**src/rtl/trace_retire_buf_pkg.sv**
```systemverilog
// Shared trace-entry definitions for the retire-side trace buffer.
// An entry is packed as {pc, opcode}, with pc in the upper half.
package trace_retire_buf_pkg;
  localparam int          TRACE_PC_W     = 32;
  localparam int          TRACE_OP_W     = 32;
  localparam int          TRACE_ENTRY_W  = TRACE_PC_W + TRACE_OP_W;
  localparam logic [15:0] TRACE_DROP_MAX = 16'hFFFF;

  typedef struct packed {
    logic [TRACE_PC_W-1:0] pc;
    logic [TRACE_OP_W-1:0] opcode;
  } trace_entry_t;
endpackage

```
**src/rtl/trace_fifo.sv**
```systemverilog
// Generic pointer FIFO with push/pop/clear, level and full/empty flags.
// A push into a full FIFO is taken only when a pop frees a slot in the same cycle.
module trace_fifo #(
  parameter int DEPTH = 4,
  parameter int W     = 64,
  parameter int PTR_W = $clog2(DEPTH),
  parameter int LVL_W = $clog2(DEPTH) + 1
) (
  input  logic             clk,
  input  logic             rst_n,
  input  logic             clear,
  input  logic             push,
  input  logic             pop,
  input  logic [W-1:0]     wdata,
  output logic [W-1:0]     rdata,
  output logic             full,
  output logic             empty,
  output logic [LVL_W-1:0] level
);
  logic [W-1:0]     mem [DEPTH];
  logic [PTR_W-1:0] wr_ptr, rd_ptr;
  logic             push_ok, pop_ok;

  assign full    = (level == LVL_W'(DEPTH));
  assign empty   = (level == '0);
  assign pop_ok  = pop && !empty;
  assign push_ok = push && (!full || pop_ok);
  assign rdata   = mem[rd_ptr];

  always_ff @(posedge clk or negedge rst_n) begin
    if (!rst_n) begin
      wr_ptr <= '0;
      rd_ptr <= '0;
      level  <= '0;
    end else if (clear) begin
      wr_ptr <= '0;
      rd_ptr <= '0;
      level  <= '0;
    end else begin
      // DEPTH is a power of two, so pointers wrap by natural overflow
      if (push_ok) wr_ptr <= wr_ptr + PTR_W'(1);
      if (pop_ok)  rd_ptr <= rd_ptr + PTR_W'(1);
      case ({push_ok, pop_ok})
        2'b10:   level <= level + LVL_W'(1);
        2'b01:   level <= level - LVL_W'(1);
        default: level <= level;
      endcase
    end
  end

  // Storage needs no reset; only pointers define validity.
  always_ff @(posedge clk) begin
    if (push_ok && !clear) mem[wr_ptr] <= wdata;
  end
endmodule

```
**src/rtl/trace_retire_buf.sv**
```systemverilog
// Captures retired PC/opcode pairs into a small FIFO for the trace decoder,
// with retired/dropped debug counters and a sticky overflow flag.
module trace_retire_buf
  import trace_retire_buf_pkg::*;
#(
  parameter int DEPTH   = 4,
  parameter int COUNT_W = 32
) (
  input  logic                       clk_i,
  input  logic                       rst_ni,
  input  logic                       enable_i,
  input  logic                       clear_i,
  input  logic                       retire_valid_i,
  input  logic [TRACE_PC_W-1:0]      retire_pc_i,
  input  logic [TRACE_OP_W-1:0]      retire_opcode_i,
  input  logic                       ready_i,
  output logic                       valid_o,
  output logic [TRACE_PC_W-1:0]      pc_o,
  output logic [TRACE_OP_W-1:0]      opcode_o,
  output logic [$clog2(DEPTH):0]     level_o,
  output logic                       overflow_o,
  output logic [COUNT_W-1:0]         retired_count_o,
  output logic [15:0]                dropped_count_o
);
  localparam int LVL_W = $clog2(DEPTH) + 1;

  trace_entry_t wr_entry, head;
  logic         push_req, pop, full, empty, drop;

  assign push_req = retire_valid_i && enable_i;
  assign pop      = valid_o && ready_i;
  assign drop     = push_req && full && !pop;
  assign wr_entry = '{pc: retire_pc_i, opcode: retire_opcode_i};

  trace_fifo #(
    .DEPTH (DEPTH),
    .W     (TRACE_ENTRY_W),
    .PTR_W ($clog2(DEPTH)),
    .LVL_W (LVL_W)
  ) u_fifo (
    .clk   (clk_i),
    .rst_n (rst_ni),
    .clear (clear_i),
    .push  (push_req),
    .pop   (pop),
    .wdata (wr_entry),
    .rdata (head),
    .full  (full),
    .empty (empty),
    .level (level_o)
  );

  // Outputs come only from registered head state; zeroed when nothing is held.
  assign valid_o  = !empty;
  assign pc_o     = valid_o ? head.pc     : '0;
  assign opcode_o = valid_o ? head.opcode : '0;

  always_ff @(posedge clk_i or negedge rst_ni) begin
    if (!rst_ni) begin
      retired_count_o <= '0;
      dropped_count_o <= '0;
      overflow_o      <= 1'b0;
    end else if (clear_i) begin
      retired_count_o <= '0;
      dropped_count_o <= '0;
      overflow_o      <= 1'b0;
    end else if (push_req) begin
      // Retired counts every capture attempt, including dropped ones
      retired_count_o <= retired_count_o + COUNT_W'(1);
      if (drop) begin
        overflow_o <= 1'b1;
        if (dropped_count_o != TRACE_DROP_MAX)
          dropped_count_o <= dropped_count_o + 16'd1;
      end
    end
  end
endmodule

```
**config.mk**
```make
export PLATFORM = sky130hd
export DESIGN_NAME = trace_retire_buf
export DESIGN_NICKNAME = d
export VERILOG_FILES = /design/src/rtl/trace_retire_buf_pkg.sv /design/src/rtl/trace_fifo.sv /design/src/rtl/trace_retire_buf.sv
export SDC_FILE = /design/constraint.sdc
export NUM_CORES = 1
export LEC_CHECK = 0
export ABC_AREA = 1
export BUFFER_PORTS_ARGS = -buffer_cell sky130_fd_sc_hd__buf_4
export CAP_MARGIN = 10
export CORE_ASPECT_RATIO = 0.9
export CORE_MARGIN = 3
export CORE_UTILIZATION = 54
export CTS_BUF_LIST = sky130_fd_sc_hd__clkbuf_4 sky130_fd_sc_hd__clkbuf_8
export CTS_CLUSTER_DIAMETER = 60
export DETAILED_ROUTE_END_ITERATION = 8
export GPL_TIMING_DRIVEN = 0
export PLACE_DENSITY = 0.75
export SLEW_MARGIN = 20
export SYNTH_ARGS = -nofsm -noshare
export SYNTH_HDL_FRONTEND = slang
export SYNTH_SLANG_ARGS = --single-unit
export TNS_END_PERCENT = 50
```
**constraint.sdc**
```tcl
create_clock -name clk_i -period 5.1 [get_ports clk_i]
set_clock_uncertainty 0.05 [all_clocks]
set_input_delay 1.02 -clock clk_i [delete_from_list [all_inputs] [get_ports clk_i]]
set_output_delay 1.02 -clock clk_i [all_outputs]
set_load 0.02 [all_outputs]
```
==> results.toml <==
[route]
drc = 0
ant_nets = 0
wl_per_cell_um = 17.7
num_vias = 10100
drt_pass1_iterations = 5
viasPerCell = 5.43
wirelength_mm = 32.9
drt_iter0_markers = 781

[sta]
rsz0062_at_grt = "no"
hold_viol_final = 0
max_freq_ghz = 0.276
report.final.slew_viol_count = 0
whs_ps = 460
period_share = 0.710
tightest_slew_ps = 752
setup_violations = 0
relSlewSlack = 0.499
min_period_ps = 3620

[synthesis]
synthFlopType = "edfxtp_1"
yosysSeqAreaShare = 0.677
synth_edf_count = 256
syn_inst = 1262
synth_common_cells = "339 x nor2_1, 256 x edfxtp_1, 151 x nand2_1"
netlist_area_um2 = 13400
ys_ff_latch = 312
yosysMostFrequentCell = "nor2_1"
syn_nets = 1339
synth_top_cell_by_area = "edfxtp_1"
ys.warnings.count = 0
ys_types = 38
synth_area_leaders = "edfxtp_1 57%, dfrtp_1 10%, nor2_1 9.5%"
synthArstFlopShare = 0.179
synth_top_cell_area_share = 0.572
postSynthAreaPerCell_um2 = 10.6

[die]
die-width_um = 172
die-area_um2 = 26800
core_um2 = 24300
ios = 187
start_util = 0.552
die_height_um = 156
num_rows = 54

[global_route]
gr-total-overflow = 0
grt_pass1_wl_mm = 51.4
antenna_found_initial = 0
grt_use_total = 0.245
grt_max_degree = 57
grt_pass1_vias = 9623

[place]
gp_congestion = 0.883
dpl-instance-area_um2 = 15500
port_buffers = 186
place_hpwl_mm = 22.2

[clock_tree]
htree_levels = 2
ctsResizeCount = 0
cts_tree = "built"
insertion_delay_ps = 560
clockRootBuffer = "clkbuf_8"
clockBufferDepth = 3
post_cts_buffers = 0
cts-hold-fix-buffers = 0
cts.sinks = 312
cts.clk_slew.worst_paths_ps = 70
cts_made_buffers = 51

[critical_path]
cp_num_buf_inv = 3
critPathKind = "flop to output port"
ff2ff_path_depth = 8
slowest_stage = "clkbuf_1"
cp_top_family = "buffers and inverters"
path_cells = "nor2_1 -> nand2_2 -> inv_2 -> clkbuf_1 -> a21oi_1 -> buf_4"
r2r-end = "u_fifo.mem[3][41]"
cp_max_fo = 10
cp_data_required_time_ps = 4030
r2r_start = "u_fifo.level[0]"
setup.worst_path.start_class = "flop"
rrSetupSlack_ps = 2680
timing.critical_path.slowest_cell_delay_ps = 500
cp_data_arrival_time_ps = 2550
worstSetupStartpoint = "u_fifo.level[0]"
cp-end-kind = "output port"

[final_layout]
fin_nets = 1590
drive_above_1_share = 0.225
antenna_cells = 0
final_design_area_no_fill_um2 = 16500
syn2layout_area_growth_pct = 22.6
fillers = 1851

[status]
status = "complete, no violations"

[pwr]
powerDensity_nw_per_um2 = 402
fin_total_pwr_mw = 6.62
total_leakage_power_nw = 6.33
peakVddDrop_mv = 0.266

[worst_hold_path]
min_path_type = "input port to async pin"

[run]
maxCapViolations = 0
-- worst reg2reg max path, delay by kind of cell (launching register included) --
family	cells	cell delay (ps)
flip-flops	1	440
AND/OR/NAND/NOR	5	1000
buffers and inverters	3	620
-- power by group --
group,internal [mW],switching [mW]
Sequential,2.81,0.0321
Combinational,0.605,1.16
Clock,1.07,0.933
Total,4.49,2.12
-- placed cells by master (no fill, tap or decap), drive strengths merged, types with 3 or more instances in the layout --
| master | synthesis | final |
|---|---|---|
| inv | 56 | 57 |
| ha | 6 | 6 |
| o21ai | 155 | 155 |
| dfrtp | 56 | 56 |
| clkinv | 0 | 16 |
| nand3 | 43 | 43 |
| buf | 36 | 234 |
| nand2 | 160 | 160 |
| nor2 | 350 | 350 |
| edfxtp | 256 | 256 |
| clkbuf | 21 | 91 |
| nand4 | 16 | 16 |
| a21oi | 79 | 79 |
| xor2 | 7 | 7 |
| o21bai | 3 | 3 |
| nor3 | 7 | 7 |
| or2 | 3 | 3 |
-- sequential cells by signal, summed over array words and instances (netlist names) --
signal           flops
u_fifo.wr_ptr        2
u_fifo.rd_ptr        2
overflow_o           1
retired_count_o     32
u_fifo.mem         256
u_fifo.level         3
dropped_count_o     16
-- final cells by class --
| cell class | instances | area [um2] | share of cell area |
|---|---|---|---|
| clock inverters | 18 | 83.8 | 0.00509 |
| multi-input cells | 837 | 3880 | 0.235 |
| inverters | 56 | 210 | 0.0128 |
| plain buffers | 57 | 285 | 0.0173 |
| well taps | 308 | 385 | 0.0234 |
| clock buffers | 70 | 851 | 0.0517 |
| flip-flops and latches | 312 | 9090 | 0.552 |
| repair buffers | 198 | 1690 | 0.103 |
-- cells by family after synthesis --
kind of cell,count (synthesis),synth area share
AO/OA/AOI/OAI,240,0.0945
XOR/XNOR,8,0.00522
adder cells (fa/ha/maj),7,0.00708
buffers and inverters,113,0.0369
flip-flops,312,0.677
multiplexers,1,0.000745
AND/OR/NAND/NOR,581,0.179
-- metrics by stage --
| stage | setup WS (ps) | utilization | TNS, ps | instances |
|---|---|---|---|---|
| after floorplan | 331 | - | 0 | 1262 |
| after global placement | -1960 | 0.625 | -481980 | 1756 |
| after detailed placement | 1890 | 0.639 | 0 | 1768 |
| after CTS | 1430 | 0.677 | 0 | 1856 |
| after global routing | 1310 | 0.677 | 0 | 1856 |
| final | 1480 | 0.677 | 0 | 1856 |
-- layer usage --
metal  part of all wire  routed length, um  vias to the layer above  GRT usage
met5                  0                  0                        -          0
met4              0.013                437                        0     0.0585
met3              0.066               2180                       38     0.0441
met2               0.48              15900                      353      0.396
met1               0.44              14400                     4868      0.351
li1                   -                  -                     4824          -
-- how the worst max path moves through the flow --
| stage | to | cells after the start |
|---|---|---|
| floorplan | u_fifo.mem[0][0] | 6 |
| global placement | u_fifo.mem[3][42] | 7 |
| detailed placement | u_fifo.mem[3][43] | 9 |
| CTS | opcode_o[22] | 6 |
| global route | opcode_o[22] | 7 |
| finish | opcode_o[22] | 6 |
No activity file was read; power rests on OpenSTA's default activity.
